===== src/rtl/count_sink.sv =====
// Checking tail for counter-driven designs: buffers accepted counter values in a FIFO and
// verifies drained values step by +1. Define COUNT_SINK_TRACE_EN to trace pops and stop on done.
module count_sink #(
   parameter int unsigned WIDTH = 32,
   parameter int unsigned DEPTH = 4,
   parameter int unsigned LIMIT = 5
) (
   input  logic                     clk,
   input  logic                     rst,
   input  logic                     in_valid,
   input  logic [WIDTH-1:0]         in_data,
   output logic                     in_ready,
   input  logic                     pop_en,
   output logic [WIDTH-1:0]         last_val,
   output logic [$clog2(DEPTH):0]   level,
   output logic                     err,
   output logic [7:0]               err_count,
   output logic                     done
);

   localparam int unsigned AW = $clog2(DEPTH);
   localparam int unsigned LW = AW + 1;

   localparam logic [LW-1:0]    LvlFull = LW'(DEPTH);
   localparam logic [LW-1:0]    LvlOne  = LW'(1);
   localparam logic [AW-1:0]    PtrOne  = AW'(1);
   localparam logic [15:0]      AccLim  = 16'(LIMIT);
   localparam logic [WIDTH-1:0] ValOne  = WIDTH'(1);

   localparam logic [1:0] StRun   = 2'd0;
   localparam logic [1:0] StDrain = 2'd1;
   localparam logic [1:0] StDone  = 2'd2;

   logic [1:0]       state_q, state_d;
   logic [15:0]      acc_q, acc_d;
   logic [AW-1:0]    wr_ptr_q, wr_ptr_d;
   logic [AW-1:0]    rd_ptr_q, rd_ptr_d;
   logic [LW-1:0]    level_q, level_d;
   logic [WIDTH-1:0] last_val_q, last_val_d;
   logic             err_q, err_d;
   logic [7:0]       err_count_q, err_count_d;
   logic             primed_q, primed_d;
   logic [WIDTH-1:0] mem_q [DEPTH];

   logic             push, pop, mismatch;
   logic [WIDTH-1:0] rd_data;

   assign in_ready = (state_q == StRun) && (level_q != LvlFull);
   assign push     = in_valid && in_ready;
   assign pop      = pop_en && (level_q != '0) && (state_q != StDone);
   assign rd_data  = mem_q[rd_ptr_q];
   // The first pop after reset only establishes the expected sequence.
   assign mismatch = pop && primed_q && (rd_data != last_val_q + ValOne);

   always_comb begin
      state_d     = state_q;
      acc_d       = acc_q;
      wr_ptr_d    = wr_ptr_q;
      rd_ptr_d    = rd_ptr_q;
      level_d     = level_q;
      last_val_d  = last_val_q;
      err_d       = err_q;
      err_count_d = err_count_q;
      primed_d    = primed_q;

      if (push) begin
         wr_ptr_d = wr_ptr_q + PtrOne;
         acc_d    = acc_q + 16'd1;
      end

      if (pop) begin
         rd_ptr_d   = rd_ptr_q + PtrOne;
         last_val_d = rd_data;
         primed_d   = 1'b1;
         if (mismatch) begin
            err_d = 1'b1;
            if (err_count_q != 8'hFF) err_count_d = err_count_q + 8'd1;
         end
      end

      case ({push, pop})
         2'b10:   level_d = level_q + LvlOne;
         2'b01:   level_d = level_q - LvlOne;
         default: level_d = level_q;
      endcase

      case (state_q)
         StRun:   if (push && (acc_q + 16'd1 == AccLim)) state_d = StDrain;
         StDrain: if (level_q == '0) state_d = StDone;
         StDone:  state_d = StDone;
         default: state_d = StRun;
      endcase
   end

   always_ff @(posedge clk) begin
      if (rst) begin
         state_q     <= StRun;
         acc_q       <= '0;
         wr_ptr_q    <= '0;
         rd_ptr_q    <= '0;
         level_q     <= '0;
         last_val_q  <= '0;
         err_q       <= 1'b0;
         err_count_q <= '0;
         primed_q    <= 1'b0;
      end else begin
         state_q     <= state_d;
         acc_q       <= acc_d;
         wr_ptr_q    <= wr_ptr_d;
         rd_ptr_q    <= rd_ptr_d;
         level_q     <= level_d;
         last_val_q  <= last_val_d;
         err_q       <= err_d;
         err_count_q <= err_count_d;
         primed_q    <= primed_d;
      end
   end

   // Storage needs no reset: pointers and level define what is valid.
   always_ff @(posedge clk) begin
      if (push) mem_q[wr_ptr_q] <= in_data;
   end

`ifdef COUNT_SINK_TRACE_EN
   always_ff @(posedge clk) begin
      if (!rst) begin
         if (pop) $write("%0d", rd_data);
         if (state_q == StDrain && state_d == StDone) $finish;
      end
   end
`else
   // Untraced build: no simulation side effects.
`endif

   assign last_val  = last_val_q;
   assign level     = level_q;
   assign err       = err_q;
   assign err_count = err_count_q;
   assign done      = (state_q == StDone);

endmodule


===== config.mk =====
export PLATFORM = sky130hd
export DESIGN_NAME = count_sink
export DESIGN_NICKNAME = d
export VERILOG_FILES = /design/src/rtl/count_sink.sv
export SDC_FILE = /design/constraint.sdc
export NUM_CORES = 1
export LEC_CHECK = 0
export BUFFER_PORTS_ARGS = -buffer_cell sky130_fd_sc_hd__buf_4
export CORE_UTILIZATION = 54
export DETAILED_ROUTE_END_ITERATION = 8
export GPL_ROUTABILITY_DRIVEN = 0
export PLACE_DENSITY = 0.74
export SYNTH_ARGS = -nofsm -noshare
export SYNTH_HDL_FRONTEND = slang
export SYNTH_SLANG_ARGS = --single-unit

===== constraint.sdc =====
create_clock -name clk -period 3.9 [get_ports clk]
set_input_delay 0.195 -clock clk [delete_from_list [all_inputs] [get_ports clk]]
set_output_delay 0.195 -clock clk [all_outputs]
set_load 0.03 [all_outputs]

* Word-level counts from Yosys, hierarchy flattened *
Memory sizes are Yosys's and may differ from the RTL's. A register that Yosys moved wholly into a read port is not among the register bits.
Cells that the tools add are included.

storage, ports and cells
  register bits = 67
  bits in latches = 0
  bits in writable memories = 128
  memory bits (read-only) = 0
  input bits = 36
  output and inout port bits = 46
  logic and storage cells = 50
  memories kept = 1

operators by class
  $add $sub $neg = 7
  multiply operators = 0
  divide/modulo/power cells = 0
  magnitude comparators = 0
  equality and inequality tests = 11
  shift operators = 0
  muxes and demuxes = 8
  bitwise operators = 0
  reductions and logical operators = 14

memories
  memory  depth  bits a word  read ports  clocked after Yosys merged registers in  wr ports  RTL line  text
  mem_q   4      32           1           1                                        1         43        logic [WIDTH-1:0] mem_q [DEPTH];

operators with widths
  cell                     number
  $add A32 B1 Y32 const B  1
  $ne A32 B32 Y1           1
  $add A16 B1 Y16 const B  1
  $eq A16 B3 Y1 const B    1
  $add A8 B1 Y8 const B    1
  $mux W2                  4
  $ne A8 B8 Y1 const B     1
  $logic_and A1 B1 Y1      7
  $pmux W2 S3              1
  $pmux W3 S2              1
  $add A2 B1 Y2 const B    2
  $eq A2 B1 Y1 const B     2
  $eq A2 B2 Y1 const B     2
  $ne A2 B2 Y1 const B     2
  $reduce_and A2 Y1        2
  $add A3 B1 Y3 const B    1
  $logic_not A3 Y1         1
  $ne A3 B3 Y1 const B     1
  $reduce_and A3 Y1        1
  $reduce_bool A3 Y1       1
  $sub A3 B1 Y3 const B    1
  $logic_not A2 Y1         1
  $mux W1                  2
  $ne A2 B1 Y1 const B     1
  $reduce_bool A2 Y1       1

* Longest topological paths before layout *
  depth in word-level cells = 6
  depth in mapped cells = 13
  mapped depth without buffers = 12

* Worst setup path after synthesis *
No wires, ideal clock.

  path type = register to register
  from = register last_val_q[11], in the netlist last_val[11]
  to = register err_count_q[2], in the netlist err_count[2]
  arrival = 3.249 ns
  required time = 3.777 ns
  path slack = 0.527 ns
  stages on the path, launching flop included = 12
  clock period less this slack = 3.373 ns
  path through = dfxtp_1 -> buf_2 -> nand3_1 -> or4_1 -> buf_2 -> or4b_4 -> o31ai_1 -> a31oi_1 -> nor4_2 -> buf_6 -> nor3b_1 -> mux2_1

on the way
  longest elaborated chain between the ends = 4

RTL lines
  element                             RTL line  text
  start, declared                     39        logic [WIDTH-1:0] last_val_q, last_val_d;
  start signal, assigned              112       last_val_q <= last_val_d;
  $add A32 B1 Y32                     53        assign mismatch = pop && primed_q && (rd_data != last_val_q + ValOne);
  $ne A32 B32 Y1                      53
  $logic_and A1 B1 Y1                 53
  $reduce_and A3 Y1 (no source line)  n/a
  end signal, assigned                114       err_count_q <= err_count_d;
  end, declared                       41        logic [7:0] err_count_q, err_count_d;

No other way between the ends.
A chain may end at the register's enable or synchronous reset.

* Worst setup path in the final report *
  from = register last_val_q[11], in the netlist last_val[11]
  to = register err_count_q[3], in the netlist err_count[3]

Same word-level chain as after synthesis.

==> results_dict.tcl <==
set metrics [dict create \
    ioPinCount 82 \
    cpMostUsedCell "or4_1" \
    rsz0062_at_grt "no" \
    fp.coreArea_sq_mm 0.0159 \
    routed_wirelength_microns 18900 \
    core.rowCount 46 \
    worst_pin_slew_ps 833 \
    synth_seq_cells 197 \
    h-tree-depth 4 \
    fin_cells 1042 \
    min_path_type "in -> reg" \
    grt_max_degree 72 \
    drt_iter0_drc 452 \
    final-hold-violation-count 0 \
    crit_fanout 12 \
    via_per_inst 5.77 \
    power_density_mw_per_mm2 606 \
    register_area_sq_mm 0.00523 \
    cp-end-kind "flop" \
    reg2reg_from "last_val[11]" \
    setup_viol 0 \
    worstHoldStart "rst" \
    clock-skew-final_ps 8.09 \
    drive_gt1_share_pct 20.5 \
    peakVddDrop_uv 398 \
    overflow 0 \
    period_share_pct 90.1 \
    die_h_microns 129 \
    dp_hpwl_microns 12400 \
    drtPass1Iterations 5 \
    slew_viol_final 0 \
    die_area_sq_mm 0.0167 \
    path_buf_inv 1 \
    ys_warn_count 0 \
    p_int_mw 4.25 \
    drc 0 \
    min_period_ps 3510 \
    totalNegativeSetupSlack_ps 0 \
    synthToLayoutAreaGrowth_pct 19.6 \
    worst_ep_arrival_time_ps 3870 \
    fill_cells 1166 \
    leakage_nw 3.63 \
    cts_root_buf "clkbuf_16" \
    diodes 0 \
    cts_tree "done" \
    clock_latency_ps 430 \
    p_seq_share_pct 43.1 \
    path_delay_family "simple AND/OR/NAND/NOR gates" \
    slew_headroom_pct 44.0 \
    io_buffers 81 \
    ant_nets 0 \
    cts.clk_slew.worst_paths_ps 70 \
    clock_power_share_pct 25.6 \
    synth_seq_area_share_pct 59.6 \
    antenna_found_initial 0 \
    dpl.cell_count 979 \
    dieWidth_microns 129 \
    cts_made_buffers 17 \
    crit_path_start "last_val[11]" \
    route.detailed.wl_per_inst_microns 18.1 \
    syn-cell-area_sq_mm 0.00876 \
    grt_first_pass_wirelength_microns 29700 \
    switchingPower_mw 2.10 \
    max_clock_freq_mhz 285 \
    initial_utilization_pct 55.1 \
    start_kind "flop" \
    cp_slowest_cell "or4_1" \
    synth_flop_cell "edfxtp_1" \
    synth_nets 749 \
    p_comb_share_pct 31.3 \
    cts_sinks 197 \
    first_global_vias 5749 \
    cp_data_required_time_ps 4250 \
    cap_violations 0 \
    grt_usage_pct 23.7 \
    nets 863 \
    status "finished clean" \
    syn_avg_cell_area_sq_um 12.5 \
    multi_input_area_sq_mm 0.00332 \
    synthArstFlopShare_pct 0 \
    synth_cells 700 \
    cts.path.max_buffers 2 \
    worstSetupPathType "reg -> reg" \
    ys_types 63 \
    path_cells "nand3_1 > or4_1 > or4b_4 > nand4b_1 > o31ai_1 > a31oi_1 > nor4_2 > buf_4 > or4_1 > a21oi_1" \
    synth-edff-count 128 \
    p_sw_share_pct 33.1 \
    slowest_delay_ps 720 \
    vias 6015 \
]
## layout make-up
| cell class | instances | share of cell area [%] |
|---|---|---|
| flip-flops and latches | 197 | 49.9 |
| multi-input cells | 452 | 31.7 |
| repair buffers | 128 | 9.94 |
| clock buffers | 20 | 4.17 |
| well taps | 216 | 2.58 |
| clock inverters | 11 | 1.02 |
| inverters | 18 | 0.645 |
## final timing paths
check,end,slack (ps),cells past startpoint
setup / recovery,err_count[3],390,10
hold reg to reg,primed_q,470,2
hold / removal,level[1],310,2
setup reg to reg,err_count[3],390,10
## power by group through the flow
| stage | Clock [mW] | Sequential, mW | Combinational [mW] |
|---|---|---|---|
| after detailed placement | 0 | 2.78 | 1.97 |
| final | 1.63 | 2.73 | 1.99 |
| after CTS | 1.65 | 2.73 | 2.00 |
| after floorplan | 0 | 2.89 | 1.24 |
| after global routing | 1.73 | 2.77 | 2.15 |
| after global placement | 0 | 2.75 | 1.93 |
## stage by stage
stage / instance area, sq um / setup slack [ps] / hold slack [ps] / utilization (%) / power, mW
global placement: 9610 / 649 / 393 / 60.5 / 4.68
detailed placement: 9610 / 441 / 398 / 60.5 / 4.74
global route: 10500 / 159 / 336 / 65.9 / 6.64
CTS: 10500 / 409 / 306 / 65.9 / 6.38
floorplan: 8760 / 527 / 294 / - / 4.13
finish: 10500 / 386 / 313 / 65.9 / 6.35
## synthesized netlist by cell type (11+ instances only)
master | instances | area, sq um
nand2_1 | 99 | 372
nor3_1 | 11 | 55.1
nand3_1 | 20 | 100
clkbuf_1 | 23 | 86.3
nand4_1 | 17 | 106
and3_1 | 11 | 68.8
xnor2_1 | 30 | 263
inv_1 | 17 | 63.8
o21ai_0 | 13 | 65.1
xor2_1 | 26 | 228
a21oi_1 | 47 | 235
mux4_2 | 32 | 721
nor2_1 | 39 | 146
edfxtp_1 | 128 | 3840
dfxtp_1 | 69 | 1380
ha_1 | 12 | 150
## cell usage in the layout (no fill, tap or decap), types with 3 or more instances in the layout
cell           synthesis  routed
buf_4                  1      96
xnor2_1               30      30
dfxtp_1               69      68
nor2_1                39      39
o21ai_0               13      13
edfxtp_1             128     128
nand2b_1               3       3
dlygate4sd3_1          0      32
a31oi_1                6       6
ha_1                  12      12
nor2b_1                4       4
clkbuf_16              0      17
a21oi_1               47      47
nand4_1               17      17
or2_2                  5       5
nor4_1                 8       8
o31ai_1                8       8
or4_1                  6       6
clkbuf_1              23       3
xor2_1                26      26
nand3_1               20      20
nand2_1               99      99
nor3_1                11      11
and3_1                11      11
inv_1                 17      17
clkinv_4               0       5
xnor3_1                4       4
or3_1                  8       8
mux4_2                32      32
## metal layers
layer  vias up  track usage [%]  wire, microns
li1       2828                -              -
met1      2986             30.5           8030
met2       181             39.9           9500
met3        20             5.99           1130
met4         0             6.92            256
met5         -                0              0
## flip-flops by register name, indices dropped and copies added, names as in the netlist, named ones only
name	flops
mem_q	128
last_val	32
acc_q	16
err_count	8
level	3
rd_ptr_q	2
state_q	2
wr_ptr_q	2
err	1
primed_q	1
## logic make-up after synthesis
group / share of synthesized area [%]
AND/OR/NAND/NOR: 14.2
XOR/XNOR: 6.63
flip-flops: 59.6
AO/OA/AOI/OAI: 6.44
multiplexers: 8.71
adder cells (fa/ha/maj): 1.94
buffers and inverters: 2.40
## timing repair
item | in CTS | in global routing
resized for setup | 0 | 0
buffers inserted | 0 | 0
hold buffers | 32 | 0
endpoints found under the hold margin | 128 | 0
endpoints found under the setup margin | 0 | 0
No activity file was read; power rests on OpenSTA's default activity.
